`config.mk`:
```
export PLATFORM = sky130hd
export DESIGN_NAME = gpp_dm_arbiter
export DESIGN_NICKNAME = d
export VERILOG_FILES = /design/src/rtl/gpp_dm_arbiter.sv
export SDC_FILE = /design/constraint.sdc
export NUM_CORES = 1
export LEC_CHECK = 0
export ABC_AREA = 1
export ABC_CLOCK_PERIOD_IN_PS = 2980
export CAP_MARGIN = 40
export CORE_MARGIN = 1.5
export CORE_UTILIZATION = 60
export CTS_BUF_LIST = sky130_fd_sc_hd__clkbuf_8
export DETAILED_ROUTE_END_ITERATION = 8
export DONT_BUFFER_PORTS = 1
export GPL_TIMING_DRIVEN = 0
export HOLD_SLACK_MARGIN = 0.03
export PLACE_DENSITY = 0.76
export SLEW_MARGIN = 20
export SYNTH_ARGS = -nofsm -noshare
export SYNTH_HDL_FRONTEND = slang
export SYNTH_SLANG_ARGS = --single-unit
```
`constraint.sdc`:
```
create_clock -name clk -period 2.98 [get_ports clk]
set_clock_uncertainty 0.15 [all_clocks]
set_input_delay 0.745 -clock clk [delete_from_list [all_inputs] [get_ports clk]]
set_output_delay 0.745 -clock clk [all_outputs]
set_load 0.05 [all_outputs]
```
`src/rtl/gpp_dm_arbiter.sv`:
```
// rtl/gpp_dm_arbiter.sv - core/host arbiter for the GPP single-port data memory
// Core has priority; host gets bounded bursts and is forced in after a starvation limit.
module gpp_dm_arbiter #(
  parameter int AW           = 9,
  parameter int DW           = 16,
  parameter int MAX_BURST    = 4,
  parameter int STARVE_LIMIT = 8
) (
  input  logic          clk,
  input  logic          rst,
  input  logic          core_req,
  input  logic          core_we,
  input  logic [AW-1:0] core_addr,
  input  logic [DW-1:0] core_wdata,
  output logic [DW-1:0] core_rdata,
  output logic          core_stall,
  input  logic          host_req,
  input  logic          host_we,
  input  logic [AW-1:0] host_addr,
  input  logic [DW-1:0] host_wdata,
  output logic          host_gnt,
  output logic [DW-1:0] host_rdata,
  output logic          host_rvalid,
  output logic [AW-1:0] dm_addr,
  output logic [DW-1:0] dm_in,
  output logic          dm_w,
  input  logic [DW-1:0] dm_out
);

  localparam int BW = $clog2(MAX_BURST + 1);
  localparam int WW = $clog2(STARVE_LIMIT + 1);
  localparam logic [BW-1:0] BURST_LAST = BW'(MAX_BURST - 1);
  localparam logic [WW-1:0] WAIT_LAST  = WW'(STARVE_LIMIT - 1);

  typedef enum logic [1:0] {
    S_CORE,
    S_HOST,
    S_YIELD
  } state_t;

  state_t        r_state;
  state_t        w_next;
  logic [WW-1:0] r_wait_cnt;
  logic [BW-1:0] r_burst_cnt;
  logic          w_enter_host;
  logic          w_leave_host;

  assign core_rdata = dm_out;

  always_comb begin
    w_next     = r_state;
    dm_addr    = core_addr;
    dm_in      = core_wdata;
    dm_w       = core_req & core_we;
    host_gnt   = 1'b0;
    core_stall = 1'b0;
    case (r_state)
      S_CORE: begin
        if (host_req && (!core_req || r_wait_cnt == WAIT_LAST)) begin
          w_next = S_HOST;
        end
      end
      S_HOST: begin
        dm_addr    = host_addr;
        dm_in      = host_wdata;
        dm_w       = host_req & host_we;
        host_gnt   = host_req;
        core_stall = core_req;
        // Dropping the request hands back to the core without a YIELD cycle.
        if (!host_req) begin
          w_next = S_CORE;
        end else if (r_burst_cnt == BURST_LAST) begin
          w_next = S_YIELD;
        end
      end
      S_YIELD: w_next = S_CORE;
      default: w_next = S_CORE;
    endcase
  end

  assign w_enter_host = (r_state != S_HOST) && (w_next == S_HOST);
  assign w_leave_host = (r_state == S_HOST) && (w_next != S_HOST);

  always_ff @(posedge clk or negedge rst) begin
    if (!rst) begin
      r_state     <= S_CORE;
      r_wait_cnt  <= '0;
      r_burst_cnt <= '0;
      host_rdata  <= '0;
      host_rvalid <= 1'b0;
    end else begin
      r_state <= w_next;

      if (w_enter_host) begin
        r_wait_cnt <= '0;
      end else if (r_state == S_CORE) begin
        if (!host_req) begin
          r_wait_cnt <= '0;
        end else if (core_req && r_wait_cnt != WAIT_LAST) begin
          r_wait_cnt <= r_wait_cnt + WW'(1);
        end
      end

      if (w_leave_host) begin
        r_burst_cnt <= '0;
      end else if (host_gnt) begin
        r_burst_cnt <= r_burst_cnt + BW'(1);
      end

      if (host_gnt && !host_we) begin
        host_rdata  <= dm_out;
        host_rvalid <= 1'b1;
      end else begin
        host_rvalid <= 1'b0;
      end
    end
  end

endmodule
```
==> results.yml <==
global_route:
  grt.total_usage: 0.2210
  overflow: 0
  grt_pass1_wl_um: 4657
  grt_pass1_vias: 1222
  use_met3: 0.05278
  busiest_layer: "met2"
  antenna_found_initial: 0
  use_met1: 0.2280
  grt_util_met2: 0.4146
  grt_max_degree: 27
clock_tree:
  cts_buffer_depth: 2
  postCtsSetupBuffers: 0
  numClockSinks: 26
  clkLatencyLatePin_ns: 0.27
  h-tree-depth: 1
  numCtsBuffers: 3
  cts_tree: "yes"
  path_clk_slew_ns: 0.09
  cts_root_buf: "clkbuf_8"
worst_setup_path:
  start_kind: "register"
  crit_slowest_cell: "nor2_1"
  arrival_ns: 1.74
  cp_cell_sequence: "inv_2 -> nand2_4 -> clkbuf_1 -> nor2_1"
  slowest_delay_ns: 0.72
  end_kind: "primary output"
  path_class: "register to primary output"
  worst_ep_required_time_ns: 2.09
  crit_fanout: 10
placement:
  place_ws_ns: 0.5289
  portBuffers: 0
  hpwl_um: 2880
  gp_congestion: 0.8572
  placed_area_um2: 1613
synth:
  synth.ff_latch_count: 26
  synth_top_family_by_area: "simple AND/OR/NAND/NOR gates"
  synthAdderAreaFrac: 0.02394
  synth_area_um2: 1568
  yosys.area_share.simple: 0.4006
  synth_edf_count: 0
  synthTopCellsByArea: "dfrtp_1 (42%), nand2_1 (33%), buf_4 (8.1%)"
  post-synth-top-area-cell: "dfrtp_1"
  synth_cell_types: 19
  yosysTopAreaCellShare: 0.4150
  synth_nets: 302
  yosys_warnings: 0
  ys_top_cells_by_count: "nand2_1 (137), dfrtp_1 (26), buf_4 (17), inv_1 (11)"
  synth_area_per_cell_um2: 6.906
  ys_seq_area_frac: 0.4150
  postSynthCellCount: 227
  synth-compound-area-share: 0.01995
  synth_xor_area_frac: 0
  synth_most_common_cell: "nand2_1"
  synth_flop_cell: "dfrtp_1"
  muxShareOfSynthArea: 0
  synthArstFlopShare: 1.000
outcome:
  status: "complete, no violations"
floorplanning:
  fp.dieH_um: 54.12
  die_area_um2: 2928
  core_area_um2: 2477
  rows: 18
  start_util: 0.6328
  dieWidth_um: 54.12
  io_pins: 133
timing:
  setup_ws_ns: 0.3412
  period_share: 0.8855
  worst_hold_slack_ns: 0.1301
  fmax_mhz: 379.0
  slew-limit-headroom: 0.4123
  tightest_slew_ns: 0.8783
  hold_violations: 0
  drv_slew: 0
  setup_viol: 0
  min_period_ns: 2.639
  rsz0062_at_grt: "false"
  fin_setup_tns_ns: 0
detailed_routing:
  num_vias: 1411
  first_pass_iters: 4
  ant_nets: 0
  routed_via_density: 5.365
  routedWlPerCell_um: 13.45
  routed_wl_um: 3537
  drc_errors: 0
  drt_first_iter_violations: 30
power:
  power.density_nw_per_um2: 1005
  ir_drop_mv: 0.7428
  p_leak_uw: 0.001013
final_layout:
  insertedDiodeCount: 0
  finalInstanceArea_um2: 1704
  syn_to_final_growth_pct: 8.699
  fillers: 211
  multi_input_area_um2: 696.9
  finalNetCount: 309
  drive_gt1_frac: 0.1416
  regArea_um2: 650.6
flow_run:
  drv_cap: 0
min_path:
  hold_path.class: "input port to async pin"
-- final timing paths --
kind	startpoint	endpoint	slack, ns	cells after the start
worst max-delay path	r_state[1]	core_stall	0.34	4
worst min-delay path	rst	host_rdata[13]	0.13	1
worst max register to register	r_state[1]	host_rdata[4]	1.45	7
worst min register to register	r_burst_cnt[1]	r_burst_cnt[1]	0.38	2
max in group asynchronous	rst	r_wait_cnt[2]	2.40	1
min in group clk	r_burst_cnt[1]	r_burst_cnt[1]	0.38	2
-- where the power goes --
part           switching, uW  internal, uW
sequential               375           450
clock                    106           180
combinational            480           123
total                    961           752
-- registers in the layout, summed over array words and instances (netlist names) --
| name | cells |
|---|---|
| r_wait_cnt | 4 |
| host_rvalid | 1 |
| r_burst_cnt | 3 |
| r_state | 2 |
| host_rdata | 16 |
-- per-stage QoR --
step                utilization  instances  power, uW
floorplan                     -        227       1352
global route             0.6879        263       1804
CTS                      0.6879        263       1723
global placement         0.6480        257       1405
detailed placement       0.6510        258       1429
finish                   0.6879        263       1713
-- layout make-up --
| type | instances | area share |
|---|---|---|
| Sequential cell | 26 | 0.3818 |
| Clock inverter | 1 | 0.01762 |
| Multi-Input combinational cell | 164 | 0.4090 |
| Timing Repair Buffer | 2 | 0.01615 |
| Buffer | 23 | 0.09545 |
| Inverter | 14 | 0.03377 |
| Tap cell | 30 | 0.02203 |
| Clock buffer | 3 | 0.02423 |
-- placed cells by master (no fill, tap or decap) --
| cell | Yosys | routed |
|---|---|---|
| dfrtp_1 | 26 | 26 |
| o21ai_1 | 0 | 1 |
| buf_4 | 17 | 18 |
| nand4_1 | 2 | 2 |
| buf_6 | 1 | 1 |
| o22ai_1 | 1 | 1 |
| buf_2 | 4 | 4 |
| ha_1 | 3 | 3 |
| bufinv_16 | 0 | 1 |
| inv_1 | 11 | 11 |
| nor2_8 | 1 | 1 |
| nand3_1 | 6 | 6 |
| nor2_1 | 6 | 6 |
| inv_2 | 1 | 1 |
| clkinv_1 | 1 | 1 |
| buf_12 | 0 | 1 |
| clkinv_4 | 1 | 1 |
| clkbuf_8 | 0 | 3 |
| and2_1 | 1 | 1 |
| nand2_1 | 137 | 137 |
| clkbuf_1 | 1 | 1 |
| nand2_4 | 2 | 2 |
| o21ai_0 | 5 | 4 |
-- critical path: cells and delay by family, from the launching register on --
family / cells / cell delay (ns)
buf+inv: 2 / 0.29
simple gates: 2 / 0.79
flops: 1 / 0.40
-- timing repair --
item                      CTS  global route
hold buffers                1             0
hold endpoints to repair   26             0
resized for setup           0             0
-- cells by family (layout without fill, tap and decap cells) --
kind of cell / Yosys count / count (layout)
buffers and inverters: 37 / 43
AOI/OAI and AO/OA: 6 / 6
adders and majority gates: 3 / 3
DFF: 26 / 26
and+or+nand+nor: 155 / 155
-- layer usage --
metal | routed length (um) | up-vias | part of all wire
met5 | 0 | - | 0
met2 | 1886 | 87 | 0.53
li1 | - | 679 | -
met3 | 350 | 6 | 0.099
met1 | 1256 | 639 | 0.36
met4 | 44 | 0 | 0.012
Power figures use the tool's default switching activity.
